<file path="config.mk">
export PLATFORM = sky130hd
export DESIGN_NAME = upsample_2x_stream
export DESIGN_NICKNAME = d
export VERILOG_FILES = /design/src/rtl/upsample_pkg.sv /design/src/rtl/upsample_line_buf.sv /design/src/rtl/upsample_2x_stream.sv
export SDC_FILE = /design/constraint.sdc
export NUM_CORES = 1
export LEC_CHECK = 0
export CAP_MARGIN = 20
export CORE_MARGIN = 1.5
export CORE_UTILIZATION = 60
export DETAILED_ROUTE_END_ITERATION = 6
export HOLD_SLACK_MARGIN = 0.1
export PLACE_DENSITY = 0.75
export SYNTH_ARGS = -nofsm -noshare
export SYNTH_HDL_FRONTEND = slang
export SYNTH_HIERARCHICAL = 1
export SYNTH_SLANG_ARGS = --single-unit
</file>
<file path="constraint.sdc">
create_clock -name clk -period 5.85 [get_ports clk]
set_input_delay 0.8775 -clock clk [delete_from_list [all_inputs] [get_ports clk]]
set_output_delay 0.8775 -clock clk [all_outputs]
set_load 0.01 [all_outputs]
</file>
<file path="src/rtl/upsample_pkg.sv">
// Shared types and default dimensions for the 2x nearest-neighbour upsampler.
package upsample_pkg;

    localparam int unsigned DATA_W_DEF    = 22;
    localparam int unsigned IN_WIDTH_DEF  = 16;
    localparam int unsigned IN_HEIGHT_DEF = 16;

    typedef enum logic [1:0] {
        StIdle,
        StRowEven,
        StRowOdd,
        StDone
    } state_e;

    typedef logic signed [DATA_W_DEF-1:0] sample_t;

    // Counter width that stays legal for a dimension of 1.
    function automatic int unsigned cnt_w(input int unsigned n);
        return (n > 1) ? $clog2(n) : 1;
    endfunction

endpackage

</file>
<file path="src/rtl/upsample_line_buf.sv">
// One-row line buffer: synchronous write, combinational read.
module upsample_line_buf #(
    parameter int unsigned DATA_W = 22,
    parameter int unsigned DEPTH  = 16,
    parameter int unsigned AW     = 4
) (
    input  logic                     clk,
    input  logic                     we,
    input  logic [AW-1:0]            waddr,
    input  logic signed [DATA_W-1:0] wdata,
    input  logic [AW-1:0]            raddr,
    output logic signed [DATA_W-1:0] rdata
);

    logic signed [DATA_W-1:0] mem_q [DEPTH];

    always_ff @(posedge clk) begin
        if (we) begin
            mem_q[waddr] <= wdata;
        end
    end

    assign rdata = mem_q[raddr];

endmodule

</file>
<file path="src/rtl/upsample_2x_stream.sv">
// Streams each input pixel out as a 2x2 block: even output rows come straight from the
// input, odd output rows are replayed from the line buffer.
module upsample_2x_stream
    import upsample_pkg::*;
#(
    parameter int unsigned DATA_W    = DATA_W_DEF,
    parameter int unsigned IN_WIDTH  = IN_WIDTH_DEF,
    parameter int unsigned IN_HEIGHT = IN_HEIGHT_DEF
) (
    input  logic                     clk,
    input  logic                     rst,
    input  logic                     start,
    input  logic                     in_valid,
    output logic                     in_ready,
    input  logic signed [DATA_W-1:0] in_data,
    output logic                     out_valid,
    input  logic                     out_ready,
    output logic signed [DATA_W-1:0] out_data,
    output logic                     out_last,
    output logic                     busy,
    output logic                     done
);

    localparam int unsigned XW = cnt_w(IN_WIDTH);
    localparam int unsigned YW = cnt_w(IN_HEIGHT);
    localparam logic [XW-1:0] XLast = XW'(IN_WIDTH - 1);
    localparam logic [YW-1:0] YLast = YW'(IN_HEIGHT - 1);

    state_e                   state_q, state_d;
    logic [XW-1:0]            in_x_q, in_x_d;
    logic [YW-1:0]            in_y_q, in_y_d;
    logic [XW-1:0]            rd_x_q, rd_x_d;
    logic                     phase_q, phase_d;
    logic                     held_last_q, held_last_d;
    logic                     out_valid_q, out_valid_d;
    logic                     out_last_q, out_last_d;
    logic signed [DATA_W-1:0] out_data_q, out_data_d;

    logic                     buf_we;
    logic [XW-1:0]            buf_raddr;
    logic signed [DATA_W-1:0] buf_rdata;
    logic                     in_xfer, out_xfer;

    upsample_line_buf #(
        .DATA_W (DATA_W),
        .DEPTH  (IN_WIDTH),
        .AW     (XW)
    ) u_line_buf (
        .clk   (clk),
        .we    (buf_we),
        .waddr (in_x_q),
        .wdata (in_data),
        .raddr (buf_raddr),
        .rdata (buf_rdata)
    );

    // A held phase-1 sample means the next load is the following entry.
    assign buf_raddr = (out_valid_q && phase_q) ? rd_x_q + XW'(1) : rd_x_q;
    assign in_xfer   = in_valid && in_ready;
    assign out_xfer  = out_valid_q && out_ready;

    always_ff @(posedge clk) begin
        if (rst) begin
            state_q <= StIdle;
        end else begin
            state_q <= state_d;
        end
    end

    always_ff @(posedge clk) begin
        if (rst) begin
            in_x_q      <= '0;
            in_y_q      <= '0;
            rd_x_q      <= '0;
            phase_q     <= 1'b0;
            held_last_q <= 1'b0;
            out_valid_q <= 1'b0;
            out_last_q  <= 1'b0;
            out_data_q  <= '0;
        end else begin
            in_x_q      <= in_x_d;
            in_y_q      <= in_y_d;
            rd_x_q      <= rd_x_d;
            phase_q     <= phase_d;
            held_last_q <= held_last_d;
            out_valid_q <= out_valid_d;
            out_last_q  <= out_last_d;
            out_data_q  <= out_data_d;
        end
    end

    always_comb begin
        state_d     = state_q;
        in_x_d      = in_x_q;
        in_y_d      = in_y_q;
        rd_x_d      = rd_x_q;
        phase_d     = phase_q;
        held_last_d = held_last_q;
        out_valid_d = out_valid_q;
        out_last_d  = out_last_q;
        out_data_d  = out_data_q;
        buf_we      = 1'b0;
        if (start) begin
            state_d     = StRowEven;
            in_x_d      = '0;
            in_y_d      = '0;
            rd_x_d      = '0;
            phase_d     = 1'b0;
            held_last_d = 1'b0;
            out_valid_d = 1'b0;
            out_last_d  = 1'b0;
        end else begin
            unique case (state_q)
                StIdle: ;
                StRowEven: begin
                    if (out_xfer) begin
                        phase_d = !phase_q;
                        if (phase_q) begin
                            out_valid_d = 1'b0;
                            if (held_last_q) begin
                                held_last_d = 1'b0;
                                rd_x_d      = '0;
                                state_d     = StRowOdd;
                            end
                        end
                    end
                    if (in_xfer) begin
                        buf_we      = 1'b1;
                        out_data_d  = in_data;
                        out_valid_d = 1'b1;
                        phase_d     = 1'b0;
                        held_last_d = (in_x_q == XLast);
                        in_x_d      = (in_x_q == XLast) ? '0 : in_x_q + XW'(1);
                    end
                end
                StRowOdd: begin
                    if (!out_valid_q) begin
                        out_data_d  = buf_rdata;
                        out_valid_d = 1'b1;
                        phase_d     = 1'b0;
                    end else if (out_xfer && !phase_q) begin
                        phase_d    = 1'b1;
                        out_last_d = (rd_x_q == XLast) && (in_y_q == YLast);
                    end else if (out_xfer) begin
                        phase_d    = 1'b0;
                        out_last_d = 1'b0;
                        if (rd_x_q != XLast) begin
                            rd_x_d     = rd_x_q + XW'(1);
                            out_data_d = buf_rdata;
                        end else begin
                            out_valid_d = 1'b0;
                            rd_x_d      = '0;
                            if (in_y_q != YLast) begin
                                in_y_d  = in_y_q + YW'(1);
                                state_d = StRowEven;
                            end else begin
                                state_d = StDone;
                            end
                        end
                    end
                end
                StDone:  state_d = StIdle;
                default: state_d = StIdle;
            endcase
        end
    end

    always_comb begin
        in_ready = 1'b0;
        if (state_q == StRowEven && !start) begin
            in_ready = !out_valid_q || (phase_q && out_ready && !held_last_q);
        end
        busy      = (state_q == StRowEven) || (state_q == StRowOdd);
        done      = (state_q == StDone);
        out_valid = out_valid_q;
        out_data  = out_data_q;
        out_last  = out_last_q;
    end

endmodule
</file>
==> flow_summary_export.csv, run 1 <==
group,metric,value,unit
cts,clk_pin_slew,60,ps
sta,final_hold_viol_count,0,
sta,setup_slack,2210,ps
yosys,synth.most_common_cell,"edfxtp_1",
power,p_per_area,313,nW/um^2
yosys,ys_ff_latch,392,
yosys,synth_top_cell_area_share,0.668,
floorplanning,start_util,0.609,
power,ir_drop,0.000251,V
cells_and_area,fillerInstances,1585,
route,avgRoutedWirePerCell,26.0,um
cts,cts_buffers,38,
placement,preCtsSetupSlack,1770,ps
yosys,synthesis.instances,825,
route,vias,8054,
yosys,yosysSeqAreaShare,0.719,
grt,use_met2,0.415,
sta,min_period,3640,ps
yosys,synth_edf_count,352,
job,cap_violations,0,
yosys,synth_nets,859,
route,antenna_left,0,
grt,use_met1,0.340,
power,p_leak,5.70,nW
grt,grt_use_met3,0.0410,
yosys,synth_top_cells_by_count,"352 x edfxtp_1, 88 x mux4_2, 56 x nor2_1",
floorplanning,rows,59,
cts,cts_setup_buffers,0,
cells_and_area,drive_above_1_share,0.251,
yosys,synth_largest_area_cell,"edfxtp_1",
sta,tightest_slew,1050,ps
floorplanning,core,26000,um^2
floorplanning,die_area,27300,um^2
yosys,ys_warn_count,6,
grt,grtUsageTotal,0.251,
placement,numPortBuffers,53,
yosys,synth-async-reset-ratio,0,
floorplanning,io_pins,54,
route,drc,0,
worst_setup_path,worstPathMaxFanout,69,
worst_setup_path,startpoint_type,"flop",
sta,slew_viol_final,0,
cts,postCtsResizedCells,0,
worst_setup_path,critPathKind,"flop to flop",
floorplanning,die_h,165,um
sta,setup_viol,0,
grt,grt_pass1_wl,49.2,mm
yosys,synth_area,15800,um^2
placement,routabilityCongestion,0.870,
grt,grt_antenna_before_repair,0,
grt,grt_max_degree,89,
cts,cts_buffer_depth,3,
worst_setup_path,critPathRequiredTime,6260,ps
yosys,ys_types,54,
worst_setup_path,worstRegToRegCells,9,
grt,grt_pass1_vias,8279,
worst_setup_path,cp_slowest_cell,"mux2_4",
cts,clkSinkCount,392,
sta,tns,0,ps
sta,holdWs,536,ps
yosys,ys.flop_type,"edfxtp_1",
cts,hold_buffers,0,
worst_setup_path,crit_path_max_incr_delay,950,ps
sta,max_freq,0.274,GHz
cts,cts_tree,"yes",
cells_and_area,register_area,11400,um^2
cts,clockRootBuffer,"clkbuf_16",
grt,grt_overflow,0,
floorplanning,die_w,165,um
cts,clk_latency,530,ps
cts,htree_levels,2,
route,wirelength,32.7,mm
route,first_iter_violations,1075,
sta,finalClockSkew,17.3,ps
route,vias_per_cell,6.39,
sta,rsz0062_at_grt,"no",
route,dr.pass1.iters,5,
cells_and_area,multiInputGateArea,4220,um^2
worst_setup_path,cp_cell_sequence,"nand2_1 -> mux2_4 -> buf_4 -> mux4_2 -> a22oi_1 -> nand2_1 -> mux2i_1 -> nor2_1 -> mux2_4",
grt,busiest_layer,"met2",
cells_and_area,nets,931,
worst_setup_path,end_kind,"flop",
cells_and_area,area_delta_synth_final,13.5,%
yosys,syn_avg_cell_area,19.2,um^2
hold_path,holdPathStages,2,
cells_and_area,antennaDiodeCount,0,
sta,fin_crit_sh,0.623,
sta,relSlewSlack,0.293,
hold_path,hp-class,"flop to flop",
run_status,outcome,"finished, final reports clean",
yosys,yosys-top-cells-area,"edfxtp_1 67%, mux4_2 13%, dfxtp_1 5.1%",
placement,dpl.hpwl,19.0,mm
worst_setup_path,arrival,4060,ps
[sequential cells by signal, summed over array words and instances (netlist names), 2 cells and up]
name and cells:
u_line_buf/mem_q 352, state_q 2, rd_x_q 4, in_x_q 4, out_data 22, in_y_q 4
[per-layer routing]
| metal | up-vias | share of wire |
|---|---|---|
| li1 | 3486 | - |
| met1 | 4162 | 0.40 |
| met2 | 339 | 0.50 |
| met3 | 67 | 0.067 |
| met4 | 0 | 0.034 |
| met5 | - | 0 |
[cells by family after synthesis]
| family | count (synthesis) | synth area share |
|---|---|---|
| adder cells (fa/ha/maj) | 7 | 0.00554 |
| XOR/XNOR | 7 | 0.00388 |
| AO/OA/AOI/OAI | 74 | 0.0405 |
| flip-flops | 392 | 0.719 |
| AND/OR/NAND/NOR | 157 | 0.0494 |
| multiplexers | 137 | 0.163 |
| buffers and inverters | 51 | 0.0191 |
[path summary, 6_finish.rpt]
check            start  slack [ps]           to
max          out_valid        2210  out_data[3]
min          in_y_q[3]         540    in_y_q[3]
min reg2reg  in_y_q[3]         540    in_y_q[3]
max reg2reg  out_valid        2210  out_data[3]
[final cells by class]
cell class | instances | share of cell area
flip-flops and latches | 392 | 0.633
multi-input cells | 382 | 0.235
clock buffers | 56 | 0.0590
repair buffers | 77 | 0.0432
well taps | 335 | 0.0233
clock inverters | 12 | 0.00523
inverters | 6 | 0.00125
[report_power, final]
group	switching [mW]	leakage, nW	internal [mW]
clock	0.981	0.554	1.30
combinational	0.139	1.65	0.115
sequential	0.0160	3.49	3.07
[layout by cell type (no fill, tap or decap), drive strengths merged, types with 5 or more instances in the layout]
cell type      count
edfxtp           352
mux4              88
nor2              56
clkbuf            56
clkdlybuf4s50     52
a22oi             45
dfxtp             40
nand2             30
mux2i             26
buf               25
nor2b             24
mux2              23
nand3             10
a21oi              7
inv                7
ha                 7
clkinv             7
nor3               6
nand2b             5
nand4              5
[metrics by stage]
stage	cells	total power, mW	util	instance area (um^2)
global placement	1186	3.38	0.643	16700
floorplan	825	3.28	-	15800
finish	1260	5.62	0.691	18000
detailed placement	1189	3.40	0.645	16700
global route	1260	5.79	0.691	18000
CTS	1257	5.65	0.689	17900
[worst max-delay path, delay by kind of cell (launching register included)]
kind | cells | cell delay [ps]
and+or+nand+nor | 3 | 400
AOI/OAI and AO/OA | 1 | 240
buffers and inverters | 1 | 460
DFF | 1 | 620
muxes | 4 | 1750
(Power assumes the default switching activity.)
==> run 2, diff against run 1 <==
--- a/config.mk
+++ b/config.mk
@@ -7,10 +7,10 @@
 export LEC_CHECK = 0
 export CAP_MARGIN = 20
 export CORE_MARGIN = 1.5
-export CORE_UTILIZATION = 60
+export CORE_UTILIZATION = 55
 export DETAILED_ROUTE_END_ITERATION = 6
 export HOLD_SLACK_MARGIN = 0.1
-export PLACE_DENSITY = 0.75
+export PLACE_DENSITY = 0.73
 export SYNTH_ARGS = -nofsm -noshare
 export SYNTH_HDL_FRONTEND = slang
 export SYNTH_HIERARCHICAL = 1
==> constraint.sdc (replaced) <==
create_clock -name clk -period 3 [get_ports clk]
set_input_delay 0.45 -clock clk [delete_from_list [all_inputs] [get_ports clk]]
set_output_delay 0.45 -clock clk [all_outputs]
set_load 0.01 [all_outputs]
==> run 2 against run 1 <==
Against the previous run: register-to-register slack worse by 2100 ps; non-clock buffer count rose by 27; critical path type unchanged; critical endpoint is now out_data[12]; core utilization fell by 3.3 points.
==> flow_summary_export.csv, run 2 (synthesis results as in run 1) <==
group,metric,value,unit
run_status,outcome,"finished, final reports clean",
grt,grt_max_degree,49,
grt,grt_pass1_wl,52.9,mm
cts,htree_levels,2,
cts,clk_latency,530,ps
sta,finalClockSkew,15.7,ps
cells_and_area,design_area,18400,um^2
cells_and_area,regMostFlops,"u_line_buf/mem_q",
floorplanning,start_util,0.565,
grt,grt_antenna_before_repair,0,
placement,placed_cell_area,17200,um^2
cells_and_area,largest_reg_flops,352,
sta,tns,0,ps
worst_setup_path,r2r_slack,160,ps
worst_setup_path,startpoint_type,"flop",
cells_and_area,drive_above_1_share,0.279,
grt,busiest_layer,"met2",
cts,cts_tree,"yes",
sta,max_freq,0.352,GHz
cells_and_area,nets,960,
worst_setup_path,critPathRequiredTime,3420,ps
sta,min_period,2840,ps
worst_setup_path,cp_cell_sequence,"ha_1 -> mux2_4 -> buf_12 -> mux4_2 -> a22oi_2 -> nand2_1 -> mux2i_1 -> nor2_1 -> mux2_4",
sta,relSlewSlack,0.539,
sta,slew_viol_final,0,
sta,holdWs,460,ps
cells_and_area,area_delta_synth_final,16.5,%
sta,setup_viol,0,
sta,rsz0062_at_grt,"no",
placement,numPortBuffers,53,
power,ir_drop,0.000507,V
hold_path,holdPathStages,2,
route,wirelength,34.6,mm
route,antenna_left,0,
placement,routabilityCongestion,0.850,
route,vias,8301,
floorplanning,die_area,29800,um^2
cts,clkSinkCount,392,
worst_setup_path,worstRegToRegCells,9,
job,cap_violations,0,
cts,cts_setup_buffers,0,
power,p_per_area,606,nW/um^2
hold_path,hp-class,"primary input to flop",
sta,final_hold_viol_count,0,
cells_and_area,final_cell_mix,"352 x edfxtp_1, 88 x mux4_2, 52 x clkdlybuf4s50_1",
route,avgRoutedWirePerCell,25.9,um
route,vias_per_cell,6.21,
route,first_iter_violations,816,
sta,tightest_slew,690,ps
cells_and_area,fillerInstances,1819,
cts,cts_buffers,40,
floorplanning,io_pins,54,
floorplanning,die_h,173,um
grt,grtUsageTotal,0.238,
grt,grt_overflow,0,
worst_setup_path,critPathKind,"flop to flop",
worst_setup_path,cp_slowest_cell,"mux2_4",
grt,use_met2,0.395,
cts,clk_pin_slew,60,ps
power,p_leak,5.89,nW
route,drc,0,
worst_setup_path,worstPathMaxFanout,35,
sta,fin_crit_sh,0.948,
grt,grt_pass1_vias,8758,
cts,clockRootBuffer,"clkbuf_16",
cells_and_area,fin_util,0.658,
placement,dpl.hpwl,20.3,mm
cells_and_area,antennaDiodeCount,0,
floorplanning,core,28000,um^2
worst_setup_path,crit_path_max_incr_delay,530,ps
route,dr.pass1.iters,5,
cells_and_area,final_common_cell,"edfxtp_1",
cts,cts_buffer_depth,3,
worst_setup_path,end_kind,"flop",
worst_setup_path,arrival,3260,ps
grt,use_met1,0.324,
worst_setup_path,crit_top_cell,"mux2_4",
power,total_power,11.2,mW
grt,grt_use_met3,0.0446,
floorplanning,rows,61,
floorplanning,die_w,173,um
[run 2: cell count changes in the layout (fill, tap and decap cells not counted), sizes merged]
cell and change:
inv +2, clkinvlp -1, buf +27, clkbuf -4
clkinv +9
[run 2: metal layers]
layer	share of wire	up-vias
met5	0	-
met4	0.028	0
met3	0.082	73
met2	0.49	406
met1	0.40	4288
li1	-	3534
[run 2: final cells by class]
class                           instances  area (um^2)  share of cell area
Clock buffer                           52         1070              0.0579
Clock inverter                         22          153             0.00828
Inverter                                6         22.5             0.00122
Multi-Input combinational cell        382         4250               0.230
Sequential cell                       392        11400               0.617
Tap cell                              378          473              0.0257
Timing Repair Buffer                  104         1100              0.0595
[run 2: critical path, delay by kind of cell (launching register included)]
family                     cells  cell delay, ps
and+or+nand+nor                2             150
DFF                            1             380
adders and majority gates      1             330
buffers and inverters          1             290
AOI/OAI and AO/OA              1             220
muxes                          4            1330
[run 2: worst paths after layout]
path	startpoint	endpoint
max	rd_x_q[0]	out_data[12]
min reg2reg	held_last_q	held_last_q
max reg2reg	rd_x_q[0]	out_data[12]
min	rst	state_q[0]
[run 2: report_power, final]
| part | switching (mW) | total, mW | internal (mW) |
|---|---|---|---|
| sequential | 0.0252 | 6.01 | 5.99 |
| clock | 2.03 | 4.65 | 2.62 |
| combinational | 0.275 | 0.507 | 0.232 |
[run 2: metrics by stage]
stage | setup slack, ps | instances
floorplan | -32.3 | 825
global placement | 210 | 1262
detailed placement | 62.2 | 1262
CTS | 9.58 | 1336
global route | 36.7 | 1336
finish | 156 | 1336
[run 2: repair_timing]
item / in CTS / in global routing
endpoints found under the hold margin: 0 / 0
resized for setup: 0 / 1
setup endpoints to repair: 0 / 12
hold buffers: 0 / 0
